==> src/rtl/gate_eval_responder_if.sv <==
// gate_eval_responder_if
//   Bundles the request and response handshakes of the gate-evaluation
//   responder.
//
//   Request side:  in_valid, in_ready, in_c, in_b, in_tag
//   Response side: out_valid, out_ready, out_a, out_b, out_c, out_y, out_tag
//
//   Modports:
//     slave  - the responder; it consumes requests and produces responses
//     master - the sequencer or bench; it issues requests and consumes responses
//
//   Parameter TAG_W sets the width of the tag that travels with each
//   request/response pair.
interface gate_eval_responder_if #(
    parameter int TAG_W = 4
);
    logic             in_valid;
    logic             in_ready;
    logic             in_c;
    logic             in_b;
    logic [TAG_W-1:0] in_tag;

    logic             out_valid;
    logic             out_ready;
    logic             out_a;
    logic             out_b;
    logic             out_c;
    logic             out_y;
    logic [TAG_W-1:0] out_tag;

    modport slave (
        input  in_valid, in_c, in_b, in_tag, out_ready,
        output in_ready, out_valid, out_a, out_b, out_c, out_y, out_tag
    );

    modport master (
        output in_valid, in_c, in_b, in_tag, out_ready,
        input  in_ready, out_valid, out_a, out_b, out_c, out_y, out_tag
    );
endinterface

==> src/rtl/gate_eval_responder.sv <==
// gate_eval_responder
//   Two-stage pipelined responder for the (c, b) gate-evaluation
//   interface. It accepts request vectors {c, b} and a tag. It returns
//   {a, b, c, y} with the same tag, two clock edges after the request is
//   accepted. When the consumer is always ready it delivers one response
//   per cycle. Responses come back strictly in request order.
//
//   Ports:
//     clk       - single clock; all state updates on the rising edge
//     reset     - asynchronous, active-low; 0 clears all state immediately
//     bus       - gate_eval_responder_if.slave (request/response handshakes)
//     txn_count - retired-response count, wraps modulo 2^CNT_W
//                 (only exists when GATE_EVAL_TXN_CNT_EN is defined)
//
//   Parameters:
//     TAG_W - tag width; it must match the TAG_W of the connected interface
//     CNT_W - width of the optional transaction counter
//
//   Optional feature macro: GATE_EVAL_TXN_CNT_EN
module gate_eval_responder #(
    parameter int TAG_W = 4,
    parameter int CNT_W = 8
) (
    input  logic                    clk,
    input  logic                    reset,
    gate_eval_responder_if.slave    bus
`ifdef GATE_EVAL_TXN_CNT_EN
    ,
    output logic [CNT_W-1:0]        txn_count
`endif
);

    // Stage 1: registered operands, tag, and the first gate term a.
    logic             s1_valid;
    logic             s1_c;
    logic             s1_b;
    logic             s1_a;
    logic [TAG_W-1:0] s1_tag;

    // Stage 2: the fully evaluated response. It drives the outputs directly.
    logic             s2_valid;
    logic             s2_a;
    logic             s2_b;
    logic             s2_c;
    logic             s2_y;
    logic [TAG_W-1:0] s2_tag;

    logic adv1;
    logic adv2;
    logic accept;
    logic load2;

    // A stage may advance when it is empty or when the stage after it is
    // moving. The ready signal therefore ripples back one level from
    // out_ready to in_ready.
    assign adv2   = ~s2_valid | bus.out_ready;
    assign adv1   = ~s1_valid | adv2;
    assign accept = bus.in_valid & adv1;
    assign load2  = adv2 & s1_valid;

    assign bus.in_ready = adv1;

    // Stage 1 data loads only on a real accept. Idle inputs (possibly X)
    // never reach the data registers.
    always_ff @(posedge clk or negedge reset) begin
        if (!reset) begin
            s1_valid <= 1'b0;
            s1_c     <= 1'b0;
            s1_b     <= 1'b0;
            s1_a     <= 1'b0;
            s1_tag   <= '0;
        end else begin
            if (adv1) begin
                s1_valid <= bus.in_valid;
            end
            if (accept) begin
                s1_c   <= bus.in_c;
                s1_b   <= bus.in_b;
                s1_a   <= ~(bus.in_c | bus.in_b);
                s1_tag <= bus.in_tag;
            end
        end
    end

    // Stage 2 uses the reduced forms of the remaining gate networks. While
    // stalled it holds its contents, so the response stays stable until it
    // is taken.
    always_ff @(posedge clk or negedge reset) begin
        if (!reset) begin
            s2_valid <= 1'b0;
            s2_a     <= 1'b0;
            s2_b     <= 1'b0;
            s2_c     <= 1'b0;
            s2_y     <= 1'b0;
            s2_tag   <= '0;
        end else begin
            if (adv2) begin
                s2_valid <= s1_valid;
            end
            if (load2) begin
                s2_a   <= s1_a;
                s2_b   <= s1_c | s1_b;
                s2_c   <= s1_a ^ s1_b;
                s2_y   <= s1_b | ~s1_c;
                s2_tag <= s1_tag;
            end
        end
    end

    assign bus.out_valid = s2_valid;
    assign bus.out_a     = s2_a;
    assign bus.out_b     = s2_b;
    assign bus.out_c     = s2_c;
    assign bus.out_y     = s2_y;
    assign bus.out_tag   = s2_tag;

`ifdef GATE_EVAL_TXN_CNT_EN
    // Counts responses as they retire. The count wraps naturally at
    // 2^CNT_W.
    always_ff @(posedge clk or negedge reset) begin
        if (!reset) begin
            txn_count <= '0;
        end else if (s2_valid && bus.out_ready) begin
            txn_count <= txn_count + 1'b1;
        end
    end
`endif

endmodule

==> src/flat_wrapper.sv <==
// flat-port wrapper written by rule: the top's interface ports become plain ports
module gate_eval_responder_flat 
#(
    parameter int TAG_W = 4,
    parameter int CNT_W = 8
)
  (clk, reset, bus_in_valid, bus_in_c, bus_in_b, bus_in_tag, bus_out_ready, bus_in_ready, bus_out_valid, bus_out_a, bus_out_b, bus_out_c, bus_out_y, bus_out_tag);
  gate_eval_responder_if #(.TAG_W(TAG_W)) bus_i ();
  input  logic clk;
  input  logic reset;
  input wire logic [$bits(bus_i.in_valid)-1:0] bus_in_valid;
  input wire logic [$bits(bus_i.in_c)-1:0] bus_in_c;
  input wire logic [$bits(bus_i.in_b)-1:0] bus_in_b;
  input wire logic [$bits(bus_i.in_tag)-1:0] bus_in_tag;
  input wire logic [$bits(bus_i.out_ready)-1:0] bus_out_ready;
  output wire logic [$bits(bus_i.in_ready)-1:0] bus_in_ready;
  output wire logic [$bits(bus_i.out_valid)-1:0] bus_out_valid;
  output wire logic [$bits(bus_i.out_a)-1:0] bus_out_a;
  output wire logic [$bits(bus_i.out_b)-1:0] bus_out_b;
  output wire logic [$bits(bus_i.out_c)-1:0] bus_out_c;
  output wire logic [$bits(bus_i.out_y)-1:0] bus_out_y;
  output wire logic [$bits(bus_i.out_tag)-1:0] bus_out_tag;
  assign bus_i.in_valid = bus_in_valid;
  assign bus_i.in_c = bus_in_c;
  assign bus_i.in_b = bus_in_b;
  assign bus_i.in_tag = bus_in_tag;
  assign bus_i.out_ready = bus_out_ready;
  assign bus_in_ready = bus_i.in_ready;
  assign bus_out_valid = bus_i.out_valid;
  assign bus_out_a = bus_i.out_a;
  assign bus_out_b = bus_i.out_b;
  assign bus_out_c = bus_i.out_c;
  assign bus_out_y = bus_i.out_y;
  assign bus_out_tag = bus_i.out_tag;
  gate_eval_responder #(.TAG_W(TAG_W), .CNT_W(CNT_W)) u_core (.clk(clk), .reset(reset), .bus(bus_i));
endmodule
==> config.mk <==
export PLATFORM = sky130hd
export DESIGN_NAME = gate_eval_responder_flat
export DESIGN_NICKNAME = d
export VERILOG_FILES = /design/src/rtl/gate_eval_responder_if.sv /design/src/rtl/gate_eval_responder.sv /design/src/flat_wrapper.sv
export SDC_FILE = /design/constraint.sdc
export NUM_CORES = 1
export LEC_CHECK = 0
export ABC_CLOCK_PERIOD_IN_PS = 2100
export BUFFER_PORTS_ARGS = -buffer_cell sky130_fd_sc_hd__buf_4
export CORE_MARGIN = 5
export CORE_UTILIZATION = 50
export DETAILED_ROUTE_END_ITERATION = 8
export HOLD_SLACK_MARGIN = 0.02
export PLACE_DENSITY = 0.81
export REMOVE_ABC_BUFFERS = 1
export SLEW_MARGIN = 20
export SYNTH_ARGS = -nofsm -noshare
export SYNTH_HDL_FRONTEND = slang
export SYNTH_SLANG_ARGS = --single-unit
==> constraint.sdc <==
create_clock -name clk -period 2.1 [get_ports clk]
set_input_delay 0.105 -clock clk [delete_from_list [all_inputs] [get_ports clk]]
set_output_delay 0.105 -clock clk [all_outputs]
set_load 0.005 [all_outputs]
* Word level (Yosys, flattened, before mapping) *
Cells that the tools add are included.

storage, ports and cells
  word-level logic and storage cells = 23
  input bits = 10
  bits in registers = 17

operators by class
  bitwise gates (word level) = 12

operators by type and width
  operator     count
  $or 1x1->1   5
  $not 1->1    4
  $and 1x1->1  2
  $xor 1x1->1  1

* Longest topological paths before layout *
Gate-level depths: netlist of run 1.

  word-level depth = 4
  gate-level depth with buffers = 3
  gate-level depth less buffers = 3

* Worst setup path after synthesis of run 1 *
Ideal clock, no wire load.

  path type = reg2reg
  from = register u_core.s2_valid (netlist: u_core.bus.out_valid)
  to = register u_core.s2_a (netlist: u_core.bus.out_a)
  arrival = 1.030 ns
  cell stages (with the launch flop) = 4
  setup slack = 0.945 ns
  period minus slack after synthesis = 1.155 ns
  data required time = 1.975 ns
  cell sequence = dfrtp_1 nand2b_1 nand2_1 mux2_2

on the way
  longest elaborated chain between the ends = 3

ends and longest elaborated chain
  item                      RTL line                    RTL
  start: declaration        gate_eval_responder.sv:41   logic s2_valid;
  start signal: assignment  gate_eval_responder.sv:98   s2_valid <= s1_valid;
  $not 1->1                 gate_eval_responder.sv:56   assign adv2 = ~s2_valid | bus.out_ready;
  $or 1x1->1                gate_eval_responder.sv:56
  $and 1x1->1               gate_eval_responder.sv:59   assign load2 = adv2 & s1_valid;
  end signal: assignment    gate_eval_responder.sv:91   s2_a <= 1'b0;
  end signal: assignment    gate_eval_responder.sv:101  s2_a <= s1_a;
  end: declaration          gate_eval_responder.sv:42   logic s2_a;

No other way between the ends.
A chain may end at the register's enable or synchronous reset.

* Worst setup path in the final report of run 1 *
  from = register u_core.s2_valid (netlist: u_core.bus.out_valid)
  to = register u_core.s2_tag[2] (netlist: u_core.bus.out_tag[2])

on the way
  longest elaborated chain between the ends = 3

ends and longest elaborated chain
  item                    RTL line                    RTL
  $not 1->1               gate_eval_responder.sv:56
  $or 1x1->1              gate_eval_responder.sv:56
  $and 1x1->1             gate_eval_responder.sv:59
  end signal: assignment  gate_eval_responder.sv:105  s2_tag <= s1_tag;
  end: declaration        gate_eval_responder.sv:46   logic [TAG_W-1:0] s2_tag;

No other way between the ends.

==> results of run 1 <==
power breakdown:
| part | total (mW) | leakage, nW | internal (mW) | switching [mW] |
|---|---|---|---|---|
| Clock | 0.173 | 0.0150 | 0.0740 | 0.0986 |
| Sequential | 0.426 | 0.196 | 0.389 | 0.0367 |
| Combinational | 0.178 | 0.194 | 0.117 | 0.0610 |
| Total | 0.776 | 0.405 | 0.580 | 0.196 |
cells by family after synthesis:
family / count (synthesis)
AO/OA/AOI/OAI: 4
XOR/XNOR: 1
buffers and inverters: 1
flip-flops: 17
multiplexers: 13
AND/OR/NAND/NOR: 8
worst max-delay path, delay by kind of cell, from the launching register on:
family	cells	cell delay, ps
simple gates	2	410
mux	1	380
flops	1	380
placed cells by master (no fill, tap or decap), types with 2 or more instances in the layout:
cell type      instances
clkbuf_4               3
nor2_1                 2
dlygate4sd3_1          2
mux2_2                13
a21oi_1                2
nand2b_1               2
dfrtp_1               17
buf_4                 19
per-layer routing:
layer,up-vias,share of wire,global-route usage
li1,202,-,-
met1,201,0.38,0.1404
met2,16,0.51,0.2363
met3,5,0.082,0.02344
met4,0,0.034,0.1193
met5,-,0,0
through the flow:
| stage | total power, mW | area, µm² | cells |
|---|---|---|---|
| detailed placement | 0.6127 | 819.5 | 78 |
| CTS | 0.7873 | 865.8 | 84 |
| floorplan | 0.5061 | 658.1 | 44 |
| global route | 0.8221 | 865.8 | 84 |
| global placement | 0.6023 | 819.5 | 78 |
| finish | 0.7763 | 865.8 | 84 |
worst paths after layout:
check	depth (start not counted)	to	slack, ps
worst min-delay path	2	u_core.s1_tag[0]	40
worst min register to register	1	u_core.bus.out_tag[1]	510
worst max-delay path	3	u_core.bus.out_tag[2]	820
worst max register to register	3	u_core.bus.out_tag[2]	820
max in group asynchronous	2	u_core.bus.out_tag[1]	1710
min in group asynchronous	2	u_core.bus.out_b	200
cells in the mapped netlist (all sizes together):
cell,count
mux2,13
inv,1
nand2,2
xor2,1
a21oi,2
a31oi,1
or2b,1
dfrtp,17
nand3b,1
nor2,2
nand2b,2
a41oi,1
area by class of cell:
cell class                      count  area [µm²]  share of cell area
Sequential cell                    17       425.4              0.4913
Multi-Input combinational cell     26       229.0              0.2645
Timing Repair Buffer               21       162.7              0.1879
Clock buffer                        4       26.28             0.03035
Inverter                            1       3.754            0.004335
Tap cell                           15       18.77             0.02168
repair_timing:
item / CTS / global route
hold endpoints to repair: 18 / 0
gates resized for setup: 0 / 0
hold buffers: 2 / 0
==> impl_results.md, run 1 <==
- Outcome: finished, final reports clean
- Maxcap violations: 0
- Ranking of synthesized cells by area: dfrtp_1 (65%), mux2_2 (22%), nand2b_1 (1.9%)
- Compound-Gate Fraction of Synth Area: 0.03802
- H-Tree Depth: 1
- Fmax: 779.1 MHz
- Final hold vios: 0
- CP peak stage delay: 380 ps
- Largest area contributor in the netlist: dfrtp_1
- CTS root buf: clkbuf_4
- Die H: 46.28 µm
- Total CTS buffers: 3
- Site Rows: 13
- Gpl congestion: 0.8030
- First-pass GRT wire length: 1911 µm
- Layout Nets: 80
- Dpl ws: ~800 ps
- Slew @ Worst Pin: 279.3 ps
- Vias in the first global route: about 440
- Number of routed nets with antenna violations: 0
- Drt initial violations: 0
- Critical Path Source Type: register
- Port Buffers: 19
- Tot GR Track Use: 0.1374
- Fraction of layout instances using a drive strength above 1: 0.5362
- Core box area: 1269 µm²
- RSZ-0062 raised after global routing: false
- Slew margin rel.: 0.8134
- Post-synthesis xor/xnor area fraction: 0.01331
- Crit. Startpoint: u_core.bus.out_valid
- Clk sinks: 17
- Mux contribution to synthesized area: 0.2224
- Drt total wl: 1190 µm
- CP Max Fanout: 6
- Fin crit period: 1284 ps
- Hold_sp: bus_in_tag[0]
- Sequential-to-total area share from yosys stat: 0.6464
- Clock slew at reported path FFs: 90 ps
- LEAKAGE: 0.4050 nW
- WL per Instance: 14.17 µm
- Die X: 46.28 µm
- Synthesis-stage register bit count: 17
- CTS max path bufs: 2
- Synth cell types: 13
- Pre-antenna DRT Iters: 1
- CTS tree: done
- Largest net degree at the start of global routing: 18
- Area share of and/or/nand/nor cells after synthesis: 0.07414
- Number of remaining DRC errors: 0
- Largest family of logic cells by synthesized area: multiplexers
- Vias per cell: about 5.0
- Share of the synthesized area in the top cell type: 0.6464
- Filler cell count: between 100 and 150
- Cells after synthesis: 44
- Fin. max-slew vios: 0
- Synth Area per Inst: 14.96 µm²
- Post-CTS Setup Bufs: 0
- Tcrit/Tclk final: 0.6112
- Setup TNS: 0 ps
- Via count: 424
- Final WS setup: 816.4 ps
- Final Util: 0.6824
- Crit-path cells: nand2b_1, nand2_1, mux2_2
- Hold Path Class: input pin to register
- Peak supply drop: between 400 and 500 µV
- Mapped Area: 658.1 µm²
- Die area: 2142 µm²
- Skew-Pair Late Insertion Delay: 290 ps
- Initial Utilization: 0.5187
- Min Hold Slack: 37.78 ps
- Setup Crit Path Kind: register to register
- Pwr/cell area: between 800 and 900 nW/µm²
- Final Skew: 2.476 ps
- FF-to-FF Start: u_core.bus.out_valid
- Slowest CP cell: dfrtp_1
- Layout area overhead: 31.56%
- Post-synthesis adder-cell area fraction: 0
- Worst Path Arrival: ~1500 ps
- Grt ovf: 0
- Data required time at the worst endpoint: 2280 ps
- Final setup vio count: 0
- Yosys synthesis warning count: 0
- Hpwl dp: just under 900 µm
- Number of diodes: 0
- Ports: 20
- Crit path capture type: register
- Antenna violations before repair: 0
Note: power is estimated with default switching activity, not from simulation.
==> inputs of run 2 (changes only) <==
--- a/config.mk
+++ b/config.mk
@@ -5,13 +5,13 @@
 export SDC_FILE = /design/constraint.sdc
 export NUM_CORES = 1
 export LEC_CHECK = 0
-export ABC_CLOCK_PERIOD_IN_PS = 2100
+export ABC_CLOCK_PERIOD_IN_PS = 1200
 export BUFFER_PORTS_ARGS = -buffer_cell sky130_fd_sc_hd__buf_4
 export CORE_MARGIN = 5
-export CORE_UTILIZATION = 50
+export CORE_UTILIZATION = 47
 export DETAILED_ROUTE_END_ITERATION = 8
 export HOLD_SLACK_MARGIN = 0.02
-export PLACE_DENSITY = 0.81
+export PLACE_DENSITY = 0.77
 export REMOVE_ABC_BUFFERS = 1
 export SLEW_MARGIN = 20
 export SYNTH_ARGS = -nofsm -noshare
==> constraint.sdc (replaced) <==
create_clock -name clk -period 1.2 [get_ports clk]
set_input_delay 0.06 -clock clk [delete_from_list [all_inputs] [get_ports clk]]
set_output_delay 0.06 -clock clk [all_outputs]
set_load 0.005 [all_outputs]
==> impl_results.md, run 2 (synthesis gave the netlist of run 1 again) <==
- Largest net degree at the start of global routing: 18 (unchanged)
- First-pass GRT wire length: 2277 µm (was 1911 µm)
- Number of remaining DRC errors: 0 (unchanged)
- Layout Nets: 88 (was 80)
- RSZ-0062 raised after global routing: true (was false)
- Vias per cell: 4.935 (was 5.048)
- Die H: 47.42 µm (was 46.28 µm)
- Dpl cells: 80 (was 78)
- H-Tree Depth: 1 (unchanged)
- Combinational Power Share: 0.248 (was 0.230)
- Pwr Total: 1.374 mW (was 776.3 µW)
- Commonest non-fill, non-tap cell in the layout: buf_4 (unchanged)
- Number of diodes: 0 (unchanged)
- Final hold vios: 0 (unchanged)
- Outcome: finished, final reports clean (unchanged)
- Crit. Startpoint: u_core.s1_valid (was u_core.bus.out_valid)
- Clk sinks: 17 (unchanged)
- Antenna violations before repair: 0 (unchanged)
- Pre-antenna DRT Iters: 4 (was 1)
- Grt ovf: 0 (unchanged)
- Final setup vio count: 0 (unchanged)
- Non-Filler Instances: 92 (was 84)
- Layout area overhead: 44.30% (was 31.56%)
- Total CTS buffers: 3 (unchanged)
- Switching Fraction: 0.2507 (was 0.2529)
- Hold Path Class: input pin to register (unchanged)
- Slew @ Worst Pin: 213.1 ps (was 279.3 ps)
- Initial Utilization: 0.4995 (was 0.5187)
- Via count: 454 (was 424)
- LEAKAGE: 0.4448 nW (was 0.4050 nW)
- Final Util: 0.7208 (was 0.6824)
- CTS max path bufs: 2 (unchanged)
- CTS tree: done (unchanged)
- Hpwl dp: 917.4 µm (was 880.7 µm)
- Fin crit period: 1133 ps (was 1284 ps)
- Die X: 47.42 µm (was 46.28 µm)
- Core box area: 1318 µm² (was 1269 µm²)
- CP Max Fanout: 7 (was 6)
- Setup TNS: 0 ps (unchanged)
- Worst Path Arrival: 1310 ps (was 1460 ps)
- Critical Path Source Type: register (unchanged)
- Vias in the first global route: 536 (was 438)
- Hold_sp: bus_out_ready (was bus_in_tag[0])
- Ports: 20 (unchanged)
- Data required time at the worst endpoint: 1370 ps (was 2280 ps)
- Switch Pwr: 344.6 µW (was 196.3 µW)
- Maxcap violations: 0 (unchanged)
- Die area: 2249 µm² (was 2142 µm²)
- Drt total wl: 1270 µm (was 1190 µm)
- Tot GR Track Use: 0.1491 (was 0.1374)
- Fraction of layout instances using a drive strength above 1: 0.5325 (was 0.5362)
- Number of routed nets with antenna violations: 0 (unchanged)
- Final Skew: 4.560 ps (was 2.476 ps)
- Clock slew at reported path FFs: 100 ps (was 90 ps)
- Tcrit/Tclk final: 0.9439 (was 0.6112)
- Commonest non-fill, non-tap cells in the layout: buf_4 (21), dfrtp_1 (17), mux2_2 (13) (was buf_4 (19), dfrtp_1 (17), mux2_2 (13))
- Site Rows: 13 (unchanged)
- Peak supply drop: 966.8 µV (was 480.6 µV)
- Drt initial violations: 7 (was 0)
- Skew-Pair Late Insertion Delay: 280 ps (was 290 ps)
- Port Buffers: 19 (unchanged)
- Fin. max-slew vios: 0 (unchanged)
- Share of total power in the clock network: 0.211 (was 0.222)
- Crit path capture type: register (unchanged)
- Pwr/cell area: 1447 nW/µm² (was 896.6 nW/µm²)
- Fmax: 882.8 MHz (was 779.1 MHz)
- FF-to-FF Start: u_core.s1_valid (was u_core.bus.out_valid)
- Gpl congestion: 0.6754 (was 0.8030)
- Sequential share of power: 0.542 (was 0.548)
- Int Pwr: 1.030 mW (was 580.0 µW)
- Slew margin rel.: 0.8579 (was 0.8134)
- Setup Crit Path Kind: register to register (unchanged)
- WL per Instance: 13.80 µm (was 14.17 µm)
- CTS root buf: clkbuf_4 (unchanged)
run 2: changes by cell type in the layout (fill, tap and decap cells not counted), sizes merged:
cell / change
buf: +2
clkbuf: -1
dlygate4sd3: +6
clkinv: +1
run 2: layout make-up:
| type | instances | area (µm²) |
|---|---|---|
| well taps | 15 | 18.77 |
| repair buffers | 29 | 237.7 |
| clock buffers | 3 | 22.52 |
| flip-flops and latches | 17 | 425.4 |
| fillers | 99 | 367.9 |
| multi-input cells | 26 | 236.5 |
| inverters | 1 | 3.754 |
| clock inverters | 1 | 5.005 |
run 2: metal layers:
| layer | up-vias | global-route usage | part of all wire |
|---|---|---|---|
| li1 | 219 | - | - |
| met1 | 221 | 0.1792 | 0.40 |
| met2 | 14 | 0.2701 | 0.54 |
| met3 | 0 | 0.02256 | 0.063 |
| met4 | 0 | 0.04972 | 0 |
| met5 | - | 0 | 0 |
run 2: critical path, cell delays in order (launching register included):
cell      delay (ps)
dfrtp_1          400
nand3b_2         140
nand2_4          140
mux2_2           350
run 2: power groups by stage:
stage / Combinational (mW) / Clock, mW / Sequential (mW)
after floorplan: 0.133 / 0 / 0.752
after global placement: 0.314 / 0 / 0.751
after detailed placement: 0.323 / 0 / 0.754
after CTS: 0.345 / 0.304 / 0.745
after global routing: 0.380 / 0.335 / 0.760
final: 0.341 / 0.289 / 0.744
run 2: stage by stage:
step / instance area [µm²] / setup slack, ps / hold slack (ps)
floorplan: 658.1 / 44.88 / -235.6
CTS: 944.7 / 17.35 / 100.4
detailed placement: 834.6 / -1.707 / -65.95
global placement: 834.6 / 18.26 / -68.46
global route: 949.7 / -3.151 / 147.5
finish: 949.7 / 67.28 / 124.3
run 2: repair_timing:
item                                   4_1_cts  5_1_grt
hold buffers                                 8        0
setup endpoints to repair                    5        7
endpoints found under the hold margin       24        0
pin swaps                                    0        1
gates resized for setup                      1        1
buffers inserted                             0        0
run 2: worst paths after layout:
check / endpoint / slack (ps) / depth (start not counted)
setup / recovery: u_core.s1_tag[2] / 70 / 3
hold / removal: u_core.s1_valid / 120 / 3
setup reg to reg: u_core.s1_tag[2] / 70 / 3
hold reg to reg: u_core.bus.out_tag[0] / 510 / 1
max in group asynchronous: u_core.bus.out_a / 830 / 2
min in group asynchronous: u_core.s1_a / 180 / 2
